## src/rtl/ex_mem_pkg.sv

```systemverilog
// Shared types for the EX->MEM stage: control bundle, default widths and the payload layout.
package ex_mem_pkg;

   localparam int DEF_DATA_W     = 32;
   localparam int DEF_REG_ADDR_W = 5;
   localparam int CTRL_W         = 4;

   typedef struct packed {
      logic reg_write;
      logic mem_read;
      logic mem_write;
      logic mem_to_reg;
   } mem_ctrl_t;

   typedef struct packed {
      mem_ctrl_t                   ctrl;
      logic [DEF_DATA_W-1:0]       alu_result;
      logic [DEF_DATA_W-1:0]       store_data;
      logic [DEF_REG_ADDR_W-1:0]   write_reg;
   } ex_mem_payload_t;

   // Flattened payload width for arbitrary DATA_W / REG_ADDR_W (same field order as ex_mem_payload_t).
   function automatic int payload_w(input int data_w, input int reg_addr_w);
      return CTRL_W + 2 * data_w + reg_addr_w;
   endfunction

endpackage

```

## src/rtl/pipe_skid_buf.sv

```systemverilog
// Generic 2-entry valid/ready skid buffer with synchronous flush.
// Main entry M drives the outputs; skid entry S catches one beat while M is stalled.
module pipe_skid_buf #(
   parameter int PAYLOAD_W = 8
) (
   input  logic                 clk,
   input  logic                 rst,
   input  logic                 flush,
   input  logic                 in_valid,
   output logic                 in_ready,
   input  logic [PAYLOAD_W-1:0] in_data,
   output logic                 out_valid,
   input  logic                 out_ready,
   output logic [PAYLOAD_W-1:0] out_data
);

   logic                 r_m_valid;
   logic                 r_s_valid;
   logic                 r_in_ready;
   logic [PAYLOAD_W-1:0] r_m_data;
   logic [PAYLOAD_W-1:0] r_s_data;

   logic w_accept;
   logic w_drain;
   logic w_m_open;

   assign w_accept = in_valid & r_in_ready;
   assign w_drain  = r_m_valid & out_ready;
   assign w_m_open = ~r_m_valid | w_drain;

   // r_in_ready mirrors "S empty" as its own flop so out_ready never reaches in_ready combinationally.
   always_ff @(posedge clk or posedge rst) begin
      if (rst) begin
         r_m_valid  <= 1'b0;
         r_s_valid  <= 1'b0;
         r_in_ready <= 1'b1;
         r_m_data   <= '0;
         r_s_data   <= '0;
      end else if (flush) begin
         r_m_valid  <= 1'b0;
         r_s_valid  <= 1'b0;
         r_in_ready <= 1'b1;
      end else if (w_m_open) begin
         if (r_s_valid) begin
            r_m_valid  <= 1'b1;
            r_m_data   <= r_s_data;
            r_s_valid  <= 1'b0;
            r_in_ready <= 1'b1;
         end else if (w_accept) begin
            r_m_valid <= 1'b1;
            r_m_data  <= in_data;
         end else begin
            r_m_valid <= 1'b0;
         end
      end else if (w_accept) begin
         r_s_valid  <= 1'b1;
         r_s_data   <= in_data;
         r_in_ready <= 1'b0;
      end
   end

   assign in_ready  = r_in_ready;
   assign out_valid = r_m_valid;
   assign out_data  = r_m_data;

endmodule

```

## src/rtl/ex_mem_pipe.sv

```systemverilog
// EX->MEM pipeline register with valid/ready handshake, flush and skid buffering.
// Optional macro STALL_CNT_EN adds the saturating stall_cycles counter port.
module ex_mem_pipe
   import ex_mem_pkg::*;
#(
   parameter int DATA_W     = DEF_DATA_W,
   parameter int REG_ADDR_W = DEF_REG_ADDR_W
`ifdef STALL_CNT_EN
   ,
   parameter int CNT_W      = 32
`endif
) (
   input  logic                  clk,
   input  logic                  rst,
   input  logic                  flush,
   input  logic                  in_valid,
   output logic                  in_ready,
   input  logic                  in_reg_write,
   input  logic                  in_mem_read,
   input  logic                  in_mem_write,
   input  logic                  in_mem_to_reg,
   input  logic [DATA_W-1:0]     in_alu_result,
   input  logic [DATA_W-1:0]     in_store_data,
   input  logic [REG_ADDR_W-1:0] in_write_reg,
   output logic                  out_valid,
   input  logic                  out_ready,
   output logic                  out_reg_write,
   output logic                  out_mem_read,
   output logic                  out_mem_write,
   output logic                  out_mem_to_reg,
   output logic [DATA_W-1:0]     out_address,
   output logic [DATA_W-1:0]     out_store_data,
   output logic [REG_ADDR_W-1:0] out_write_reg
`ifdef STALL_CNT_EN
   ,
   output logic [CNT_W-1:0]      stall_cycles
`endif
);

   localparam int PAYLOAD_W = payload_w(DATA_W, REG_ADDR_W);

   mem_ctrl_t              w_in_ctrl;
   mem_ctrl_t              w_out_ctrl;
   logic [PAYLOAD_W-1:0]   w_in_payload;
   logic [PAYLOAD_W-1:0]   w_out_payload;
   logic                   w_out_valid;

   assign w_in_ctrl.reg_write  = in_reg_write;
   assign w_in_ctrl.mem_read   = in_mem_read;
   assign w_in_ctrl.mem_write  = in_mem_write;
   assign w_in_ctrl.mem_to_reg = in_mem_to_reg;

   assign w_in_payload = {w_in_ctrl, in_alu_result, in_store_data, in_write_reg};

   pipe_skid_buf #(
      .PAYLOAD_W (PAYLOAD_W)
   ) u_skid (
      .clk       (clk),
      .rst       (rst),
      .flush     (flush),
      .in_valid  (in_valid),
      .in_ready  (in_ready),
      .in_data   (w_in_payload),
      .out_valid (w_out_valid),
      .out_ready (out_ready),
      .out_data  (w_out_payload)
   );

   assign {w_out_ctrl, out_address, out_store_data, out_write_reg} = w_out_payload;

   // Bubbles must never write memory or the register file, whatever stale payload M holds.
   assign out_valid      = w_out_valid;
   assign out_reg_write  = w_out_ctrl.reg_write  & w_out_valid;
   assign out_mem_read   = w_out_ctrl.mem_read   & w_out_valid;
   assign out_mem_write  = w_out_ctrl.mem_write  & w_out_valid;
   assign out_mem_to_reg = w_out_ctrl.mem_to_reg & w_out_valid;

`ifdef STALL_CNT_EN
   logic [CNT_W-1:0] r_stall_cnt;

   // Saturating; flush deliberately leaves it alone so stalls across squashes still accumulate.
   always_ff @(posedge clk or posedge rst) begin
      if (rst) begin
         r_stall_cnt <= '0;
      end else if (w_out_valid && !out_ready && !(&r_stall_cnt)) begin
         r_stall_cnt <= r_stall_cnt + {{(CNT_W-1){1'b0}}, 1'b1};
      end
   end

   assign stall_cycles = r_stall_cnt;
`endif

endmodule

```

## config.mk

```make
export PLATFORM = sky130hd
export DESIGN_NAME = ex_mem_pipe
export DESIGN_NICKNAME = d
export VERILOG_FILES = /design/src/rtl/ex_mem_pkg.sv /design/src/rtl/pipe_skid_buf.sv /design/src/rtl/ex_mem_pipe.sv
export SDC_FILE = /design/constraint.sdc
export NUM_CORES = 1
export LEC_CHECK = 0
export BUFFER_PORTS_ARGS = -buffer_cell sky130_fd_sc_hd__buf_4
export CORE_ASPECT_RATIO = 0.75
export CORE_UTILIZATION = 49
export CTS_CLUSTER_DIAMETER = 40
export CTS_CLUSTER_SIZE = 28
export DETAILED_ROUTE_END_ITERATION = 12
export PLACE_DENSITY = 0.73
export SLEW_MARGIN = 20
export SYNTH_ARGS = -nofsm -noshare
export SYNTH_HDL_FRONTEND = slang
export SYNTH_SLANG_ARGS = --single-unit
```

## constraint.sdc

```tcl
create_clock -name clk -period 12.4 [get_ports clk]
set_input_delay 0.62 -clock clk [delete_from_list [all_inputs] [get_ports clk]]
set_output_delay 0.62 -clock clk [all_outputs]
set_load 0.1 [all_outputs]
```

Word level (Yosys, flattened, before mapping)
Index checks and enable logic that the tools add are counted.

Register bits after elaboration: 149. Logic and storage cells: 35. Output and inout bits: 75.

Equality and inequality tests: 1. Multiplexer cells: 13. Reduce and logical (&&, ||, !) cells: 6. Bitwise logic cells: 10.

Operators with widths (count): $mux W73 (2); $mux W1 (11); $and A1 B1 Y1 (6); $reduce_and A3 Y1 (2); $reduce_bool A2 Y1 (2); $ne A3 B2 Y1 const B (1); $not A1 Y1 (3); $reduce_bool A3 Y1 (1); $reduce_and A2 Y1 (1); $or A1 B1 Y1 (1).

Depth between registers and ports, before layout
Depth in word-level cells: 5. Mapped depth: 5. Depth with buffers taken out: 3.

Cells and area by module
Synthesis repeated with hierarchy kept, for this count alone.

Cell total of the unflattened synthesis: 408. Area total of the unflattened synthesis: 6792.8 um^2.

By module, submodules not included: pipe_skid_buf (instances 1, seq. area each 3729.8 um^2, cells each 404, area an instance 6767.7 um^2); ex_mem_pipe (instances 1, seq. area each 0.0 um^2, cells each 4, area an instance 25.0 um^2).

Least setup slack after synthesis
Ideal clock, no wire load.

Path kind: register -> register. From: reg u_skid.r_m_valid (netlist: u_skid.out_valid). To: reg u_skid.r_s_data[0]. Slack: 10.061 ns. Stages on the path, launching flop included: 5. Path buffers: 1. Period minus slack after synthesis: 2.339 ns. Arrival: 2.214 ns. Required time: 12.275 ns. Cell sequence: dfrtp_1 -> or3b_4 -> nor2_8 -> buf_12 -> mux2_4.

Cells in the longest elaborated chain, start to end: 4. Elaborated cells on any way between the ends: 5. Those cells by class: 4 x bitwise; 1 x reduce/logical.

RTL lines: from (decl) (line pipe_skid_buf.sv:17) `logic r_m_valid;`; from (signal assigned) (line pipe_skid_buf.sv:34) `r_m_valid <= 1'b0;`; from (signal assigned) (line pipe_skid_buf.sv:40) `r_m_valid <= 1'b0;`; from (signal assigned) (line pipe_skid_buf.sv:45) `r_m_valid <= 1'b1;`; $and A1 B1 Y1 or $not A1 Y1 (tied branches) (line pipe_skid_buf.sv:28, pipe_skid_buf.sv:29); $or A1 B1 Y1 (*) (line pipe_skid_buf.sv:29) `assign w_m_open = ~r_m_valid | w_drain;`; $not A1 Y1 (no line) (*); $reduce_and A3 Y1 (no line) (*); to (signal assigned) (line pipe_skid_buf.sv:57) `r_s_data <= in_data;`; to (decl) (line pipe_skid_buf.sv:21) `logic [PAYLOAD_W-1:0] r_s_data;`.

Mark *: on every way between the ends. The rest lies on a longest branch, timed or not. A chain may end at the register's enable or synchronous reset.

Worst setup path after layout
From: reg u_skid.r_m_valid (netlist: u_skid.out_valid). To: reg u_skid.r_s_data[44].

The elaborated chain is that of the path after synthesis.

==> metrics.txt <==
drt total wl=13200 um; Post-Syn Instances=around 480; worst relative slew slack=0.394; antenna-violating nets left=0; r2r setup slk=9.54 ns; worst vdd ir=~0.00012 V; Layout area overhead=17.7%; final instance area=roughly 8700 um^2; Vias/cell=roughly 5; Max clock buf depth=2; Synth async-reset ratio=1.00; mapped cell area=between 7000 and 8000 um^2; nets=640; CP required=between 10 and 15 ns; clk_lat worst skew=0.41 ns; final setup violation count=0; # port buffers=152; DRC=0; # diodes=0; Fin Setup TNS=0 ns; clock network fraction of total power=0.282; Post-synth EDFFs=0; #FFs+latches synth=149; Num CTS Buffers=17; Hold Crit Class=in2async; Gate power share=0.365; CTS tree=yes; Post-CTS Hold Buffers=0; YS warnings=0; post-synthesis average cell area=15.4 um^2; # resized after CTS=0; Starting Density=0.506; Max Clock Freq=between 300 and 400 MHz; initial antenna violation count=0; Internal Power=1.20 mW; most common cell after layout, fill and taps aside=buf_4; met2 usage=0.266; Placement Cell Area=8030 um^2; clock sinks=149; Worst Setup End Kind=flip-flop; Post-Route Skew=0.00700 ns; # IOs=153; DP Cell Count=between 700 and 800; Die Y=108 um; net switching power=742 uW; status=completed; final global-route overflow total=0; distinct cell type count after synthesis=22; first-pass GRT wire length=approximately 22000 um; Non-Filler Instances=774; sw frac=0.381; drt pass-1 iters=4; crit path time final=2.86 ns; Final Hold Viols=0; fin util=0.596; Post-Syn Nets=between 500 and 600; Die Area=15500 um^2; number of fillers in the final layout=1157; H-tree Lvls=4; most frequent cells in the layout=buf_4, dfrtp_1, mux2_2; Top Usage Layer GRT=met2; unrepaired setup endpoints after global routing=false; DRT iter0 DRCs=between 150 and 200; met3 Use GR=0.0549; DR WL/cell=around 17 um; fin crit share=0.231; DR vias=3789; worst-margin pin slew=roughly 0.9 ns; dominant synthesized flop cell=dfrtp_1; ratio of cells with drive above 1 in the final layout=0.716; Sequential Power Share=0.354; Cell Rows=38; Worst EP arrival=approximately 3.2 ns; sequential element share of the synthesized area=0.507; CTS Root Cell=clkbuf_16; Placer Congestion=roughly 0.76; vias in the first global route=4026; post-DP HPWL=8750 um; crit-path max FO=38; core box area=14500 um^2; Reg clk slew, reported paths=0.06 ns; max_cap viols=0; largest net degree at the start of global routing=just over 90; met1 Resource Use GR=0.264; GRT Util Overall=0.183; post-CTS setup buffer count=0; Critical Path Start Type=flip-flop; Pwr Density=roughly 220 nW/um^2; Max Transition Viols Final=0; leakage=3.96 nW; kind of critical path=reg2reg; Die W=144 um
-- synth_stat cells, types with 2 or more instances --
library cell  number  area (um^2)
buf_12             7          140
mux2_1             6         67.6
mux2_2           143         1610
nor2_1             2         7.51
buf_2              6         30.0
clkbuf_1           2         7.51
buf_6              5         56.3
a21oi_1            2         10.0
and2_2             4         30.0
dfrtp_1          148         3700
nand2_1            2         7.51
buf_4             71          533
mux2_4            70         1050
-- routing by layer --
metal | share of wire | vias to the layer above
met5 | 0 | -
met4 | 0.0082 | 0
met3 | 0.056 | 9
met2 | 0.44 | 98
met1 | 0.49 | 1908
li1 | - | 1774
-- cell type report --
type / instances / area (um^2) / share of cell area
sequential: 149 / 3730 / 0.431
timing repair buffer: 157 / 1180 / 0.136
inverter: 1 / 8.76 / 0.00101
clock inverter: 8 / 146 / 0.0169
multi-input combinational: 236 / 2860 / 0.330
tap: 200 / 250 / 0.0289
clock buffer: 23 / 488 / 0.0563
-- logic make-up after synthesis --
group,after synthesis,share of synthesized area
AO/OA/AOI/OAI,2,0.00136
buffers and inverters,92,0.105
AND/OR/NAND/NOR,15,0.0163
multiplexers,219,0.371
flip-flops,149,0.507
-- worst max-delay path, cell delays in order, from the launching register on --
cell,delay [ns]
dfrtp_1,0.42
or3b_4,0.45
nor2_8,0.71
buf_4,0.68
mux2_2,0.41
-- registers in the layout, indices dropped and copies added, names as in the netlist --
register,cells
u_skid.in_ready,1
u_skid.r_s_valid,1
u_skid.out_valid,1
u_skid.r_s_data,73
u_skid.out_data,73
-- per-stage QoR --
step	power, mW	hold WS [ns]	setup WS, ns
after floorplan	1.33	0.459	7.77
after global placement	1.39	0.470	9.25
after detailed placement	1.41	0.486	9.23
after CTS	1.97	0.403	9.52
after global routing	2.03	0.427	9.41
final	1.95	0.380	9.54
-- final timing paths --
| path | startpoint | end | cells after the start |
|---|---|---|---|
| max | u_skid.out_valid | u_skid.r_s_data[44] | 4 |
| min | rst | u_skid.out_data[65] | 2 |
| max reg2reg | u_skid.out_valid | u_skid.r_s_data[44] | 4 |
| min reg2reg | u_skid.out_data[55] | u_skid.out_data[55] | 1 |
| max in group asynchronous | rst | u_skid.r_s_valid | 3 |
| min in group clk | in_store_data[17] | u_skid.r_s_data[22] | 2 |
-- power by group through the flow --
stage               sequential [mW]  clock, mW  combinational [mW]
floorplan                     0.669          0               0.661
global placement              0.688          0               0.703
detailed placement            0.693          0               0.714
CTS                           0.688      0.562               0.716
global route                  0.705      0.586               0.736
finish                        0.688      0.548               0.710
(Power assumes the default switching activity.)
